$ cat config.mk
export PLATFORM = sky130hd
export DESIGN_NAME = period_meter_flat
export DESIGN_NICKNAME = d
export VERILOG_FILES = /design/src/rtl/clkdiv_pkg.sv /design/src/rtl/period_meter_if.sv /design/src/rtl/period_meter_edge_sync.sv /design/src/rtl/period_meter.sv /design/src/flat_wrapper.sv
export SDC_FILE = /design/constraint.sdc
export NUM_CORES = 1
export LEC_CHECK = 0
export ABC_AREA = 0
export ABC_CLOCK_PERIOD_IN_PS = 1760
export CORE_MARGIN = 2
export CORE_UTILIZATION = 51
export CTS_BUF_LIST = sky130_fd_sc_hd__clkbuf_8
export DETAILED_ROUTE_END_ITERATION = 8
export GPL_ROUTABILITY_DRIVEN = 1
export PLACE_DENSITY = 0.75
export SLEW_MARGIN = 0
export SYNTH_ARGS = -nofsm -noshare
export SYNTH_HDL_FRONTEND = slang
export SYNTH_HIERARCHICAL = 1
export SYNTH_SLANG_ARGS = --single-unit
export TNS_END_PERCENT = 20
$ cat constraint.sdc
create_clock -name clk -period 1.76 [get_ports clk]
set_input_delay 0.352 -clock clk [delete_from_list [all_inputs] [get_ports clk]]
set_output_delay 0.352 -clock clk [all_outputs]
set_load 0.005 [all_outputs]
$ cat src/rtl/clkdiv_pkg.sv
// Shared definitions for the clock-divider / period-meter family.
//   state_t          : period meter FSM states
//   SYNC_STAGES      : synchronizer depth for asynchronous inputs
//   DEFAULT_CLK_FREQ : system clock frequency in Hz shared with the divider
package clkdiv_pkg;

  typedef enum logic [0:0] {
    WAIT_EDGE = 1'b0,
    MEASURE   = 1'b1
  } state_t;

  localparam int SYNC_STAGES = 2;

  localparam int unsigned DEFAULT_CLK_FREQ = 50_000_000;

endpackage

$ cat src/rtl/period_meter_if.sv
// Result channel of the period meter.
//   meas_valid : result available and held stable (producer -> consumer)
//   period     : clk cycles between consecutive rising edges
//   high_time  : clk cycles from a rising edge to the following falling edge
//   timeout    : sticky, no rising edge seen within the timeout window
//   overrun    : sticky, an unacknowledged result was overwritten
//   meas_ack   : consumer acknowledges the current result (consumer -> producer)
// Modports: master = producer (period_meter), slave = consumer.
interface period_meter_if #(
  parameter int CNT_W = 32
);

  logic             meas_valid;
  logic [CNT_W-1:0] period;
  logic [CNT_W-1:0] high_time;
  logic             timeout;
  logic             overrun;
  logic             meas_ack;

  modport master (
    output meas_valid,
    output period,
    output high_time,
    output timeout,
    output overrun,
    input  meas_ack
  );

  modport slave (
    input  meas_valid,
    input  period,
    input  high_time,
    input  timeout,
    input  overrun,
    output meas_ack
  );

endinterface

$ cat src/rtl/period_meter_edge_sync.sv
// edge_sync: brings an asynchronous level into the clk domain and flags its
// edges.  A SYNC_STAGES-deep synchronizer is followed by one history flop;
// rise/fall are single-cycle pulses derived from the last two stages.
//   clk      : system clock
//   rst_n_a  : asynchronous active-low reset, clears all flops
//   async_in : asynchronous level
//   rise     : one-cycle pulse on a synchronized 0->1 transition
//   fall     : one-cycle pulse on a synchronized 1->0 transition
module edge_sync
  import clkdiv_pkg::*;
(
  input  logic clk,
  input  logic rst_n_a,
  input  logic async_in,
  output logic rise,
  output logic fall
);

  // [0 .. SYNC_STAGES-1] synchronizer, [SYNC_STAGES] history
  logic [SYNC_STAGES:0] sync_reg;

  always_ff @(posedge clk or negedge rst_n_a) begin
    if (!rst_n_a) begin
      sync_reg <= '0;
    end else begin
      sync_reg <= {sync_reg[SYNC_STAGES-1:0], async_in};
    end
  end

  assign rise =  sync_reg[SYNC_STAGES-1] & ~sync_reg[SYNC_STAGES];
  assign fall = ~sync_reg[SYNC_STAGES-1] &  sync_reg[SYNC_STAGES];

endmodule

$ cat src/rtl/period_meter.sv
// period_meter: measures period and high time of a slow toggling signal in
// clk cycles and hands results out over a valid/ack channel with sticky
// timeout and overrun flags.
//   clk      : system clock
//   rst_n_a  : asynchronous active-low reset
//   sig_in   : measured signal, asynchronous to clk
//   clr      : synchronous clear of measurement state, results and flags
//   meas     : result channel (period_meter_if.master)
// Parameters:
//   CLK_FREQ : system clock in Hz, only used to derive the default TIMEOUT
//   CNT_W    : counter / result width
//   TIMEOUT  : cycles without a rising edge before a measurement is dropped,
//              2 <= TIMEOUT <= 2**CNT_W-1
module period_meter
  import clkdiv_pkg::*;
#(
  parameter int unsigned CLK_FREQ = DEFAULT_CLK_FREQ,
  parameter int          CNT_W    = 32,
  parameter int unsigned TIMEOUT  = CLK_FREQ
) (
  input  logic           clk,
  input  logic           rst_n_a,
  input  logic           sig_in,
  input  logic           clr,
  period_meter_if.master meas
);

  localparam logic [CNT_W-1:0] CNT_MAX = CNT_W'(TIMEOUT - 1);

  logic             rise;
  logic             fall;
  state_t           state_reg;
  logic [CNT_W-1:0] cnt_reg;
  logic [CNT_W-1:0] cnt_inc;
  logic [CNT_W-1:0] hi_reg;
  logic [CNT_W-1:0] period_reg;
  logic [CNT_W-1:0] high_time_reg;
  logic             valid_reg;
  logic             timeout_reg;
  logic             overrun_reg;
  logic             new_result;

  edge_sync u_edge_sync (
    .clk      (clk),
    .rst_n_a  (rst_n_a),
    .async_in (sig_in),
    .rise     (rise),
    .fall     (fall)
  );

  // cnt counts cycles since the last rise minus one, so cnt+1 is the
  // distance in cycles to the current edge.  cnt stays below TIMEOUT, so
  // the increment cannot wrap.
  assign cnt_inc    = cnt_reg + CNT_W'(1);
  assign new_result = (state_reg == MEASURE) && rise;

  always_ff @(posedge clk or negedge rst_n_a) begin
    if (!rst_n_a) begin
      state_reg     <= WAIT_EDGE;
      cnt_reg       <= '0;
      hi_reg        <= '0;
      period_reg    <= '0;
      high_time_reg <= '0;
      valid_reg     <= 1'b0;
      timeout_reg   <= 1'b0;
      overrun_reg   <= 1'b0;
    end else if (clr) begin
      state_reg     <= WAIT_EDGE;
      cnt_reg       <= '0;
      hi_reg        <= '0;
      period_reg    <= '0;
      high_time_reg <= '0;
      valid_reg     <= 1'b0;
      timeout_reg   <= 1'b0;
      overrun_reg   <= 1'b0;
    end else begin
      case (state_reg)
        WAIT_EDGE: begin
          // first rise only arms the measurement
          cnt_reg <= '0;
          if (rise) begin
            state_reg <= MEASURE;
          end
        end
        MEASURE: begin
          if (fall) begin
            hi_reg <= cnt_inc;
          end
          if (rise) begin
            // a rise on the last allowed cycle still wins over timeout
            cnt_reg       <= '0;
            period_reg    <= cnt_inc;
            high_time_reg <= hi_reg;
            timeout_reg   <= 1'b0;
          end else if (cnt_reg == CNT_MAX) begin
            cnt_reg     <= '0;
            timeout_reg <= 1'b1;
            state_reg   <= WAIT_EDGE;
          end else begin
            cnt_reg <= cnt_inc;
          end
        end
        default: begin
          state_reg <= WAIT_EDGE;
          cnt_reg   <= '0;
        end
      endcase

      // handshake: a new result always lands; ack only retires a result
      // when nothing new arrives in the same cycle
      if (new_result) begin
        valid_reg <= 1'b1;
        if (valid_reg && !meas.meas_ack) begin
          overrun_reg <= 1'b1;
        end
      end else if (meas.meas_ack) begin
        valid_reg <= 1'b0;
      end
    end
  end

  assign meas.meas_valid = valid_reg;
  assign meas.period     = period_reg;
  assign meas.high_time  = high_time_reg;
  assign meas.timeout    = timeout_reg;
  assign meas.overrun    = overrun_reg;

endmodule

$ cat src/flat_wrapper.sv
// flat-port wrapper written by rule: the top's interface ports become plain ports
module period_meter_flat import clkdiv_pkg::*;
#(
  parameter int unsigned CLK_FREQ = DEFAULT_CLK_FREQ,
  parameter int          CNT_W    = 32,
  parameter int unsigned TIMEOUT  = CLK_FREQ
)
  (clk, rst_n_a, sig_in, clr, meas_meas_valid, meas_period, meas_high_time, meas_timeout, meas_overrun, meas_meas_ack);
  period_meter_if #(.CNT_W(CNT_W)) meas_i ();
  input  logic clk;
  input  logic rst_n_a;
  input  logic sig_in;
  input  logic clr;
  output wire logic [$bits(meas_i.meas_valid)-1:0] meas_meas_valid;
  output wire logic [$bits(meas_i.period)-1:0] meas_period;
  output wire logic [$bits(meas_i.high_time)-1:0] meas_high_time;
  output wire logic [$bits(meas_i.timeout)-1:0] meas_timeout;
  output wire logic [$bits(meas_i.overrun)-1:0] meas_overrun;
  input wire logic [$bits(meas_i.meas_ack)-1:0] meas_meas_ack;
  assign meas_meas_valid = meas_i.meas_valid;
  assign meas_period = meas_i.period;
  assign meas_high_time = meas_i.high_time;
  assign meas_timeout = meas_i.timeout;
  assign meas_overrun = meas_i.overrun;
  assign meas_i.meas_ack = meas_meas_ack;
  period_meter #(.CLK_FREQ(CLK_FREQ), .CNT_W(CNT_W), .TIMEOUT(TIMEOUT)) u_core (.clk(clk), .rst_n_a(rst_n_a), .sig_in(sig_in), .clr(clr), .meas(meas_i));
endmodule
---- Word-level counts from Yosys, hierarchy flattened ----
Cells that the tools add are included.
word-level totals
  flip-flop bits (word level) ............. 135
  input bits .............................. 5
  word-level logic and storage cells ...... 58
cells by class
  add/sub/neg operators ................... 1
  eq/ne operators ......................... 1
  muxes and demuxes ....................... 28
  bitwise gates (word level) .............. 5
  reduce and logical (&&, ||, !) cells .... 14
operator list
  operator                                                                 number
  32-bit 2-to-1 mux                                                        12
  32-bit case mux with 2 select lines                                      1
  32-bit by 1-bit adder with 32-bit output, second input constant          1
  32-bit by 26-bit equality test with 1-bit output, second input constant  1
  1-bit 2-to-1 mux                                                         14
  2-bit nonzero test                                                       5
  2-bit AND reduction                                                      4
  3-bit nonzero test                                                       2
  1-bit NOT                                                                3
  1-bit bitwise AND                                                        2
  1-bit logical AND                                                        2
  1-bit case mux with 2 select lines                                       1
  1-bit logical NOT                                                        1

---- Logic depth before layout (Yosys ltp) ----
Gate-level depths: netlist of run 1.
  depth after elaboration ................. 5
  depth in mapped cells ................... 7

---- By module ----
The synthesis of run 1 kept the hierarchy.
by module, submodules not included
  module        instances  cells each  area an instance (um^2)
  period_meter  1          474         5283.8
  edge_sync     1          5           90.1

---- Worst setup path after synthesis of run 1 ----
Ideal clock, no wire load.
  path kind ............................... flip-flop to flip-flop
  start point ............................. register u_core.cnt_reg[0]
  end point ............................... register u_core.period_reg[28], in the netlist u_core/meas.period[28]
  arrival ................................. 1.712 ns
  data required time ...................... 1.631 ns
  slack ................................... -0.081 ns
  stages on the path, launching flop included .. 7
  path buffers ............................ 0
  period minus slack after synthesis ...... 1.841 ns
  cells stage by stage .................... dfrtp_1 ha_1 nand4_2 nor4_4 nand4b_1 xor2_1 o21ai_1
between the ends
  word-level cells in the longest chain between the ends .. 4
RTL lines
  what                                      line                 RTL
  start: declaration                        period_meter.sv:33   logic [CNT_W-1:0] cnt_reg;
  start signal: assignment                  period_meter.sv:100  cnt_reg <= cnt_inc;
  32-bit by 1-bit adder with 32-bit output  period_meter.sv:54   assign cnt_inc = cnt_reg + CNT_W'(1);
  32-bit 2-to-1 mux                         period_meter.sv:89   if (rise) begin
  32-bit 2-to-1 mux                         period_meter.sv:77   case (state_reg)
  32-bit 2-to-1 mux                         period_meter.sv:67   end else if (clr) begin
  end signal: assignment                    period_meter.sv:92   period_reg <= cnt_inc;
  end: declaration                          period_meter.sv:36   logic [CNT_W-1:0] period_reg;
No other way between the ends. The select of a mux whose other input is x is not followed.
A chain may end at the register's enable or synchronous reset.

---- Worst setup path in the final report of run 1 ----
  start point ............................. register u_core.cnt_reg[4]
  end point ............................... register u_core.period_reg[27], in the netlist u_core/meas.period[27]
The elaborated chain is that of the path after synthesis.

==> insert_results.sql, run 1 <==
INSERT INTO impl_metrics (metric_group, metric, value, unit) VALUES
('run_status', 'outcome', 'complete, no violations', ''),
('timing', 'max_slew.worst_pin.slew', '465.3', 'ps'),
('yosys', 'synth-seq-cells', '135', ''),
('timing', 'unrepaired_setup_endpoints_after_global_routing', 'yes', ''),
('setup_path', 'worstPathRequired', '2100', 'ps'),
('routing', 'antenna_violating_nets_post_route', '0', ''),
('global_route', 'pin_count_of_the_biggest_net_entering_global_routing', '43', ''),
('setup_path', 'worst_r2r_path_depth', '7', ''),
('clock_network', 'max-clock-path-buffers', '2', ''),
('placement', 'number_of_input_and_output_port_buffers_inserted', '71', ''),
('setup_path', 'worstPathCellList', 'nand3_1 -> nor4_4 -> buf_4 -> nand4_1 -> xor2_1 -> buf_4 -> o21ai_1', ''),
('yosys', 'synth_compound_gate_area_share', '12.15', '%'),
('final_layout', 'drive_above_1_share', '18.80', '%'),
('die', 'core', '0.01028', 'sq mm'),
('final_layout', 'finish.instance_area', '0.007139', 'sq mm'),
('routing', 'via_count', '4113', ''),
('routing', 'drt-initial-drc-count', '344', ''),
('global_route', 'antenna_found_initial', '0', ''),
('routing', 'wirelength', '12.44', 'mm'),
('setup_path', 'critPathArrivalTime', '2080', 'ps'),
('global_route', 'grt_use_total', '23.36', '%'),
('yosys', 'yosys.area_share.simple', '17.76', '%'),
('min_path', 'hold_depth', '0', ''),
('yosys', 'largest_family_of_logic_cells_by_synthesized_area', 'simple AND/OR/NAND/NOR gates', ''),
('pwr', 'static-leakage-power', '3.141', 'nW'),
('timing', 'fmaxAchievable', '0.5749', 'GHz'),
('yosys', 'synth_top_cell_by_area', 'dfrtp_1', ''),
('global_route', 'number_of_global_route_vias_before_repair', '4118', ''),
('die', 'y_dimension_of_the_die', '106.7', 'microns'),
('yosys', 'synth.lib_cells_used.distinct', '36', ''),
('yosys', 'netlist_instances', '479', ''),
('yosys', 'ys.flop_type', 'dfrtp_1', ''),
('yosys', 'synthTopCellsByArea', 'dfrtp_1 63%, a22o_1 5.5%, nand2_1 5.2%, o21ai_0 3.9%, xor2_1 3.1%', ''),
('setup_path', 'timing.critical_path.from_type', 'register', ''),
('yosys', 'synthesis.nets', '485', ''),
('global_route', 'grt_first_pass_wirelength', '20.71', 'mm'),
('yosys', 'post_synthesis_sequential_area_ratio', '62.86', '%'),
('die', 'initial_utilization', '52.29', '%'),
('yosys', 'synth.area.mux_share', '0', '%'),
('die', 'fp.dieW', '106.7', 'microns'),
('placement', 'post-place-cells', '705', ''),
('die', 'design.die.area', '0.01137', 'sq mm'),
('placement', 'dp_hpwl', '8.422', 'mm'),
('yosys', 'synth_top_area_share', '62.86', '%'),
('pwr', 'worst_ir_drop_vdd', '0.6123', 'mV'),
('yosys', 'synth-warning-count', '6', ''),
('yosys', 'synth-adder-area-share', '0.2328', '%'),
('timing', 'slew-limit-headroom', '68.87', '%'),
('setup_path', 'critPathMostFrequentCell', 'buf_4', ''),
('min_path', 'hold_class', 'reg2reg', ''),
('yosys', 'syn-cell-area', '0.005374', 'sq mm'),
('yosys', 'postSynth.asyncResetShare', '100.0', '%'),
('global_route', 'globalRouteOverflowTotal', '0', ''),
('setup_path', 'criticalPathCategory', 'reg2reg', ''),
('setup_path', 'timing.critical_path.to_type', 'register', ''),
('clock_network', 'cts.sinks', '135', ''),
('setup_path', 'critPathSlowestCell', 'dfrtp_2', ''),
('clock_network', 'clk_transition_reported_paths', '70', 'ps'),
('clock_network', 'clk_root_buffer_cell', 'clkbuf_8', ''),
('clock_network', 'numCtsBuffers', '17', ''),
('yosys', 'yosys.area_share.xor_xnor', '4.889', '%'),
('die', 'placement_rows', '37', ''),
('final_layout', 'layoutNonFillerInstCount', '737', ''),
('timing', 'timing.final.crit_share', '98.83', '%'),
('placement', 'placedInstanceArea', '0.006604', 'sq mm'),
('placement', 'gp_routability_congestion', '0.9454', ''),
('final_layout', 'antenna_cells', '0', ''),
('final_layout', 'signed_area_change_from_the_synthesized_netlist_to_the_final_layout', '32.85', '%'),
('timing', 'drv_slew', '0', ''),
('clock_network', 'htreeDepth', '4', ''),
('timing', 'fin_crit', '1739', 'ps');
[repair_timing]
| action | 4_1_cts | 5_1_grt |
|---|---|---|
| buffers inserted | 0 | 2 |
| endpoints found under the hold margin | 26 | 0 |
| gates resized for setup | 3 | 20 |
| pin swaps | 0 | 3 |
| hold buffers | 1 | 0 |
| setup endpoints to repair | 36 | 63 |
[stage by stage]
| stage | hold WS (ps) | power, mW | utilization, % | setup TNS (ps) | worst slack (ps) |
|---|---|---|---|---|---|
| 2_1_floorplan | 56.41 | 3.241 | - | -21.78 | -11.16 |
| 3_3_place_gp | 305.4 | 3.379 | 64.26 | 0 | 30.42 |
| 3_5_place_dp | 315.4 | 3.384 | 64.26 | -1079 | -49.58 |
| 4_1_cts | 358.5 | 6.068 | 68.55 | 0 | 7.644 |
| 5_1_grt | 369.1 | 6.240 | 69.47 | -1819 | -108.0 |
| 6_report | 366.6 | 6.032 | 69.47 | 0 | 20.59 |
[power breakdown]
group | switching (mW) | internal (mW) | total (mW) | leakage (nW)
registers | 0.00681 | 3.11 | 3.12 | 1.86
logic | 0.145 | 0.0624 | 0.208 | 1.07
clock network | 1.12 | 1.59 | 2.71 | 0.214
[cells in the mapped netlist, types with 3 or more instances]
cell / count
a22o_1: 34
and2_1: 3
and3_1: 6
and4_1: 6
buf_2: 3
clkbuf_1: 20
dfrtp_1: 135
inv_1: 4
nand2_1: 74
nand3_1: 13
nand4_1: 11
nor2_1: 40
nor3_1: 4
nor4_2: 4
o21ai_0: 42
o21ai_1: 23
xnor2_1: 11
xor2_1: 19
[area by class of cell]
type	count	area (sq um)	share of cell area (%)
clock buffers	19	261.5	3.663
clock inverters	10	155.1	2.173
inverters	4	15.01	0.2103
multi-input cells	315	1983	27.78
flip-flops and latches	135	3391	47.49
well taps	136	170.2	2.383
repair buffers	118	1164	16.30
[per-layer routing]
layer / global-route usage [%] / share of wire, % / vias to the layer above
met1: 33.24 / 45 / 2054
met3: 4.195 / 5.3 / 21
li1: - / - / 1889
met2: 35.90 / 48 / 149
met5: 0 / 0 / -
met4: 9.555 / 1.8 / 0
[kinds of logic after synthesis]
family | count (synthesis)
and+or+nand+nor | 180
DFF | 135
AOI/OAI and AO/OA | 104
xor gates and xnor gates | 30
buffers and inverters | 29
adders and majority gates | 1
[placed cells by master (no fill, tap or decap), drive strengths merged, types with 5 or more instances in the layout]
cell and count:
xnor2 11, nor4 8, nand3 14, xor2 19
a22o 34, nor2 40, and3 6, clkbuf 19
buf 47, dfrtp 135, o21ai 65, and4 7
nand4 15, clkdlybuf4s50 70, inv 5, nand2 74
[final timing paths]
path | endpoint | slack (ps) | from
max | u_core/meas.period[27] | 20 | u_core/cnt_reg[4]
min | u_core/u_edge_sync/sync_reg[1] | 370 | u_core/u_edge_sync/sync_reg[0]
max reg2reg | u_core/meas.period[27] | 20 | u_core/cnt_reg[4]
min reg2reg | u_core/u_edge_sync/sync_reg[1] | 370 | u_core/u_edge_sync/sync_reg[0]
max in group asynchronous | u_core/cnt_reg[13] | 800 | rst_n_a
min in group asynchronous | u_core/meas.period[5] | 410 | rst_n_a
[critical path: cells and delay by family, from the launching register on]
kind            cells  cell delay (ps)
simple gates        3              600
flops               1              430
buf+inv             2              330
xor+xnor            1              160
compound gates      1              140
Note: power is estimated with default switching activity, not from simulation.
==> run 2, diff against run 1 <==
--- a/config.mk
+++ b/config.mk
@@ -6,7 +6,7 @@
 export NUM_CORES = 1
 export LEC_CHECK = 0
 export ABC_AREA = 0
-export ABC_CLOCK_PERIOD_IN_PS = 1760
+export ABC_CLOCK_PERIOD_IN_PS = 1600
 export CORE_MARGIN = 2
 export CORE_UTILIZATION = 51
 export CTS_BUF_LIST = sky130_fd_sc_hd__clkbuf_8
==> constraint.sdc (replaced) <==
create_clock -name clk -period 1.6 [get_ports clk]
set_input_delay 0.32 -clock clk [delete_from_list [all_inputs] [get_ports clk]]
set_output_delay 0.32 -clock clk [all_outputs]
set_load 0.005 [all_outputs]
==> run 2 against run 1 <==
The run now ends with negative setup slack left. Register-to-register slack got worse by 310 ps. Power increased by 7.8%. Core utilization increased by 5.8 points. Global-route usage increased by 1.0 points. Combinational power increased by 15%. Via count increased by 5.3%. Non-clock buffer count increased by 20. Die area unchanged.
==> insert_results.sql, run 2 (synthesized netlist as in run 1, its figures left out) <==
INSERT INTO impl_metrics (metric_group, metric, value, unit) VALUES
('die', 'y_dimension_of_the_die', '106.7', 'microns'),
('placement', 'gp_routability_congestion', '0.9276', ''),
('timing', 'fmaxAchievable', '0.5285', 'GHz'),
('routing', 'routed_via_density', '5.706', ''),
('setup_path', 'timing.critical_path.to_type', 'register', ''),
('die', 'design.die.area', '0.01137', 'sq mm'),
('clock_network', 'clk_root_buffer_cell', 'clkbuf_8', ''),
('setup_path', 'criticalPathCategory', 'reg2reg', ''),
('placement', 'place_worst_setup_slack', '-192.3', 'ps'),
('global_route', 'grt_first_pass_wirelength', '21.55', 'mm'),
('final_layout', 'layoutNonFillerInstCount', '759', ''),
('die', 'placement_rows', '37', ''),
('timing', 'slew-limit-headroom', '67.85', '%'),
('run_status', 'violations', 'negative setup slack', ''),
('placement', 'dp_hpwl', '8.335', 'mm'),
('pwr', 'static-leakage-power', '4.555', 'nW'),
('final_layout', 'post-route-util', '75.25', '%'),
('global_route', 'number_of_global_route_vias_before_repair', '4315', ''),
('timing', 'drv_slew', '0', ''),
('setup_path', 'timing.critical_path.from_type', 'register', ''),
('placement', 'number_of_input_and_output_port_buffers_inserted', '71', ''),
('timing', 'fin_crit', '1892', 'ps'),
('final_layout', 'signed_area_change_from_the_synthesized_netlist_to_the_final_layout', '43.91', '%'),
('clock_network', 'clock_tree_from_tritoncts', 'built', ''),
('clock_network', 'cts.sinks', '135', ''),
('final_layout', 'num-nets-final', '617', ''),
('die', 'fp.dieW', '106.7', 'microns'),
('min_path', 'hold_class', 'in2reg', ''),
('routing', 'detail_route.first_pass.iterations', '4', ''),
('clock_network', 'numCtsBuffers', '17', ''),
('clock_network', 'clock_latency', '450', 'ps'),
('global_route', 'globalRouteOverflowTotal', '0', ''),
('global_route', 'antenna_found_initial', '0', ''),
('timing', 'max_slew.worst_pin.slew', '480.5', 'ps'),
('setup_path', 'critPathArrivalTime', '2200', 'ps'),
('routing', 'wirelength', '14.14', 'mm'),
('final_layout', 'drive_above_1_share', '28.25', '%'),
('clock_network', 'clk_transition_reported_paths', '70', 'ps'),
('setup_path', 'worstPathRequired', '1910', 'ps'),
('clock_network', 'max-clock-path-buffers', '2', ''),
('die', 'pin_count', '72', ''),
('routing', 'route.detailed.drc', '0', ''),
('timing', 'timing.final.crit_share', '118.3', '%'),
('pwr', 'worst_ir_drop_vdd', '0.6075', 'mV'),
('flow_run', 'drv_cap', '0', ''),
('timing', 'unrepaired_setup_endpoints_after_global_routing', 'yes', ''),
('final_layout', 'mostFrequentLayoutCells', '122 x dfrtp_1, 70 x nand2_1, 67 x dlymetal6s2s_1', ''),
('pwr', 'cellPowerDensity', '840.4', 'mW/mm^2'),
('routing', 'drt-initial-drc-count', '311', ''),
('run_status', 'outcome', 'complete, but fails checks', ''),
('clock_network', 'htreeDepth', '4', ''),
('die', 'initial_utilization', '52.29', '%'),
('timing', 'finalSetupViolCount', '61', ''),
('timing', 'timing_hold_violations_final', '0', ''),
('global_route', 'pin_count_of_the_biggest_net_entering_global_routing', '52', ''),
('final_layout', 'final_common_cell', 'dfrtp_1', ''),
('routing', 'via_count', '4331', ''),
('global_route', 'grt_use_total', '24.36', '%'),
('setup_path', 'cp_max_fo', '8', ''),
('die', 'core', '0.01028', 'sq mm'),
('timing', 'worst_slack', '-292.2', 'ps'),
('routing', 'antenna_violating_nets_post_route', '0', ''),
('final_layout', 'antenna_cells', '0', ''),
('timing', 'fin_worst_skew', '12.84', 'ps'),
('placement', 'post-place-cells', '721', ''),
('routing', 'post_drt_wl_per_cell', '18.63', 'microns');
[run 2: critical path: stages (launching register included)]
cell	delay (ps)
dfrtp_1	400
nor4b_2	310
and4b_1	250
nand4_1	220
o21ai_4	310
buf_6	200
nor2_1	70
[run 2: final timing paths]
check / startpoint / end / slack [ps] / depth (start not counted)
setup / recovery: u_core/cnt_reg[26] / u_core/cnt_reg[2] / -290 / 6
hold reg to reg: u_core/u_edge_sync/sync_reg[0] / u_core/u_edge_sync/sync_reg[1] / 370 / 0
setup reg to reg: u_core/cnt_reg[26] / u_core/cnt_reg[2] / -290 / 6
max in group asynchronous: rst_n_a / u_core/cnt_reg[2] / 730 / 3
hold / removal: sig_in / u_core/u_edge_sync/sync_reg[0] / 310 / 1
min in group asynchronous: rst_n_a / u_core/meas.period[0] / 410 / 3
[run 2: what timing repair did]
item                                    CTS  global route
gates cloned                              1             0
gates resized for setup                  28           136
pin swaps                                11            25
hold buffers                              1             0
endpoints found under the hold margin   135             0
endpoints found under the setup margin  144           150
setup buffers                             4             2
[run 2: per-layer routing]
metal  global-route usage, %  vias up  share of wire [%]
li1                        -     1945                  -
met1                   33.71     2234                 42
met2                   38.13      130                 50
met3                   5.350       22                5.1
met4                   9.184        0                1.9
met5                       0        -                  0
[run 2: through the flow]
| step | instance area, sq um | hold slack, ps | TNS [ps] | power (mW) |
|---|---|---|---|---|
| 2_1_floorplan | 5390 | 24.41 | -357.8 | 3.566 |
| 6_report | 7734 | 309.1 | -10890 | 6.500 |
| 3_3_place_gp | 6701 | 334.0 | -4729 | 3.715 |
| 3_5_place_dp | 6701 | 350.4 | -10450 | 3.722 |
| 4_1_cts | 7261 | 294.5 | -7868 | 6.539 |
| 5_1_grt | 7734 | 304.8 | -15900 | 6.730 |
[run 2: cell type report]
class / count / area (sq um)
clock buffer: 17 / 234.0
clock inverter: 14 / 160.2
fill: 644 / 2544
inverter: 4 / 15.01
multi-input combinational: 315 / 2282
sequential: 135 / 3395
tap: 136 / 170.2
timing repair buffer: 138 / 1478
[run 2: power breakdown]
group	internal (mW)	switching (mW)	total [mW]
clock network	1.51	1.32	2.83
logic	0.0713	0.169	0.240
registers	3.42	0.00862	3.43
==> run 3, diff against run 2 <==
--- a/config.mk
+++ b/config.mk
@@ -7,12 +7,14 @@
 export LEC_CHECK = 0
 export ABC_AREA = 0
 export ABC_CLOCK_PERIOD_IN_PS = 1600
+export CELL_PAD_IN_SITES_DETAIL_PLACEMENT = 1
+export CELL_PAD_IN_SITES_GLOBAL_PLACEMENT = 1
 export CORE_MARGIN = 2
-export CORE_UTILIZATION = 51
+export CORE_UTILIZATION = 41
 export CTS_BUF_LIST = sky130_fd_sc_hd__clkbuf_8
 export DETAILED_ROUTE_END_ITERATION = 8
 export GPL_ROUTABILITY_DRIVEN = 1
-export PLACE_DENSITY = 0.75
+export PLACE_DENSITY_LB_ADDON = 0.1
 export SLEW_MARGIN = 0
 export SYNTH_ARGS = -nofsm -noshare
 export SYNTH_HDL_FRONTEND = slang
==> run 3 against run 2 <==
The run still ends with negative setup slack left. Sequential power barely moved. Core utilization down 15 points. Setup slack improved by 120 ps. Worst hold slack better by 11 ps. Flip-flop and latch count did not move. Clock power is essentially flat. Critical path depth is the same. Die area increased by 23%. Clock skew fell by 3.4 ps. Wire length rose by 5.4%. Count of clock-buffer cells in the layout grew 6. Critical endpoint is now u_core/meas.period[25]. Largest power group unchanged.
==> insert_results.sql, run 3 (synthesized netlist as in run 1, its figures left out) <==
INSERT INTO impl_metrics (metric_group, metric, value, unit) VALUES
('routing', 'wirelength', '14.90', 'mm'),
('clock_network', 'numCtsBuffers', '17', ''),
('setup_path', 'worstPathCellList', 'nand4_4 -> nor4_4 -> buf_4 -> nand4_1 -> xor2_2 -> o21ai_1', ''),
('run_status', 'violations', 'negative setup slack', ''),
('routing', 'antenna_violating_nets_post_route', '0', ''),
('placement', 'number_of_input_and_output_port_buffers_inserted', '71', ''),
('min_path', 'hold_depth', '1', ''),
('clock_network', 'clk_root_buffer_cell', 'clkbuf_8', ''),
('die', 'placement_rows', '41', ''),
('pwr', 'static-leakage-power', '3.715', 'nW'),
('timing', 'fin_crit', '1770', 'ps'),
('final_layout', 'multi_input_combinational_cell_area', '0.002268', 'sq mm'),
('routing', 'route.detailed.drc', '0', ''),
('timing', 'worst_slack', '-169.6', 'ps'),
('pwr', 'cellPowerDensity', '850.1', 'mW/mm^2'),
('setup_path', 'cp-startpoint', 'u_core/cnt_reg[9]', ''),
('clock_network', 'clk_transition_reported_paths', '70', 'ps'),
('final_layout', 'mostFrequentLayoutCells', '125 x dfrtp_1, 72 x nand2_1, 67 x dlygate4sd2_1', ''),
('timing', 'fmaxAchievable', '0.5651', 'GHz'),
('die', 'pin_count', '72', ''),
('die', 'design.die.area', '0.01404', 'sq mm'),
('setup_path', 'criticalPathCategory', 'reg2reg', ''),
('final_layout', 'num-nets-final', '631', ''),
('timing', 'max_slew.worst_pin.slew', '484.9', 'ps'),
('placement', 'post-place-cells', '772', ''),
('setup_path', 'critical-path-max-stage-delay', '440', 'ps'),
('routing', 'drt-initial-drc-count', '166', ''),
('run_status', 'outcome', 'complete, but fails checks', ''),
('placement', 'placedInstanceArea', '0.006888', 'sq mm'),
('flow_run', 'drv_cap', '0', ''),
('setup_path', 'timing.critical_path.from_type', 'register', ''),
('timing', 'worst_hold_slack', '320.5', 'ps'),
('setup_path', 'critPathSlowestCell', 'dfrtp_1', ''),
('global_route', 'globalRouteOverflowTotal', '0', ''),
('placement', 'place_worst_setup_slack', '-193.1', 'ps'),
('clock_network', 'max-clock-path-buffers', '2', ''),
('timing', 'timing_hold_violations_final', '0', ''),
('setup_path', 'worstPathRequired', '1920', 'ps'),
('min_path', 'hold_class', 'in2reg', ''),
('timing', 'totalNegativeSetupSlack', '-6866', 'ps'),
('final_layout', 'final_common_cell', 'dfrtp_1', ''),
('timing', 'finalSetupViolCount', '70', ''),
('timing', 'fin_worst_skew', '9.465', 'ps'),
('final_layout', 'finish.instance_area', '0.007635', 'sq mm'),
('clock_network', 'cts.sinks', '135', ''),
('timing', 'timing.final.crit_share', '110.6', '%'),
('die', 'core', '0.01272', 'sq mm'),
('min_path', 'min-delay-start', 'sig_in', ''),
('clock_network', 'clock_latency', '440', 'ps'),
('timing', 'unrepaired_setup_endpoints_after_global_routing', 'yes', ''),
('clock_network', 'clock_tree_from_tritoncts', 'built', ''),
('final_layout', 'signed_area_change_from_the_synthesized_netlist_to_the_final_layout', '42.07', '%'),
('timing', 'drv_slew', '0', ''),
('final_layout', 'seqCellArea', '0.003391', 'sq mm'),
('placement', 'dp_hpwl', '9.539', 'mm'),
('die', 'initial_utilization', '42.24', '%'),
('global_route', 'number_of_global_route_vias_before_repair', '4658', ''),
('final_layout', 'drive_above_1_share', '28.55', '%'),
('setup_path', 'r2r-start', 'u_core/cnt_reg[9]', ''),
('setup_path', 'timing.critical_path.to_type', 'register', ''),
('setup_path', 'cp_max_fo', '5', ''),
('pwr', 'fin_total_pwr', '6.490', 'mW'),
('routing', 'detail_route.first_pass.iterations', '5', ''),
('setup_path', 'worst_r2r_path_depth', '6', ''),
('routing', 'post_drt_wl_per_cell', '18.48', 'microns'),
('global_route', 'pin_count_of_the_biggest_net_entering_global_routing', '46', ''),
('routing', 'routed_via_density', '5.319', ''),
('die', 'fp.dieW', '118.5', 'microns'),
('final_layout', 'antenna_cells', '0', ''),
('global_route', 'grt_use_total', '22.08', '%'),
('routing', 'via_count', '4287', ''),
('clock_network', 'htreeDepth', '4', ''),
('die', 'y_dimension_of_the_die', '118.5', 'microns'),
('timing', 'slew-limit-headroom', '67.67', '%'),
('global_route', 'antenna_found_initial', '0', ''),
('pwr', 'worst_ir_drop_vdd', '0.5246', 'mV'),
('final_layout', 'post-route-util', '60.01', '%'),
('final_layout', 'filler_cell_count', '1393', ''),
('setup_path', 'critPathArrivalTime', '2090', 'ps'),
('placement', 'gp_routability_congestion', '0.8284', ''),
('final_layout', 'layoutNonFillerInstCount', '806', ''),
('global_route', 'grt_first_pass_wirelength', '24.06', 'mm');
-- run 3: changes by cell type in the layout (fill, tap and decap cells not counted), moves of 4 or more --
cell / delta
dlygate4sd2_1: +67
dlymetal6s2s_1: -67
buf_4: +11
clkbuf_8: +6
clkinv_2: -5
o21ai_1: +4
xor2_2: +4
-- run 3: worst paths after layout --
path | to | slack [ps]
worst min register to register | u_core/u_edge_sync/sync_reg[1] | 380
worst min-delay path | u_core/u_edge_sync/sync_reg[0] | 320
max in group asynchronous | u_core/meas.high_time[30] | 620
worst max-delay path | u_core/meas.period[25] | -170
min in group asynchronous | u_core/meas.high_time[7] | 380
worst max register to register | u_core/meas.period[25] | -170
-- run 3: critical path: cells and delay by family, from the launching register on --
kind                   cells  cell delay [ps]
flip-flops                 1              440
buffers and inverters      1              190
XOR/XNOR                   1              290
AO/OA/AOI/OAI              1              110
AND/OR/NAND/NOR            3              630
-- run 3: power breakdown --
group / leakage [nW] / internal [mW] / switching (mW) / total (mW)
Sequential: 1.86 / 3.42 / 0.00588 / 3.43
Clock: 0.208 / 1.59 / 1.21 / 2.80
Combinational: 1.64 / 0.0818 / 0.180 / 0.262
Total: 3.71 / 5.09 / 1.40 / 6.49
-- run 3: metal layers --
metal / wire length [microns] / global-route usage (%) / part of all wire (%)
met4: 183 / 7.887 / 1.2
met3: 578 / 5.164 / 3.9
met1: 6604 / 28.74 / 44
met5: 0 / 0 / 0
met2: 7528 / 36.27 / 51
-- run 3: repair_timing --
| action | CTS | global route |
|---|---|---|
| gates cloned | 0 | 1 |
| pin swaps | 15 | 13 |
| resized for setup | 110 | 49 |
| setup endpoints to repair | 149 | 85 |
| setup buffers | 0 | 5 |
| hold buffers | 1 | 0 |
| hold endpoints to repair | 40 | 0 |
-- run 3: layout make-up --
cell class,instances,area share (%)
timing repair buffer,152,17.76
inverter,4,0.1967
clock buffer,23,4.146
sequential,135,44.41
multi-input combinational,315,29.71
clock inverter,5,0.9505
tap,172,2.819
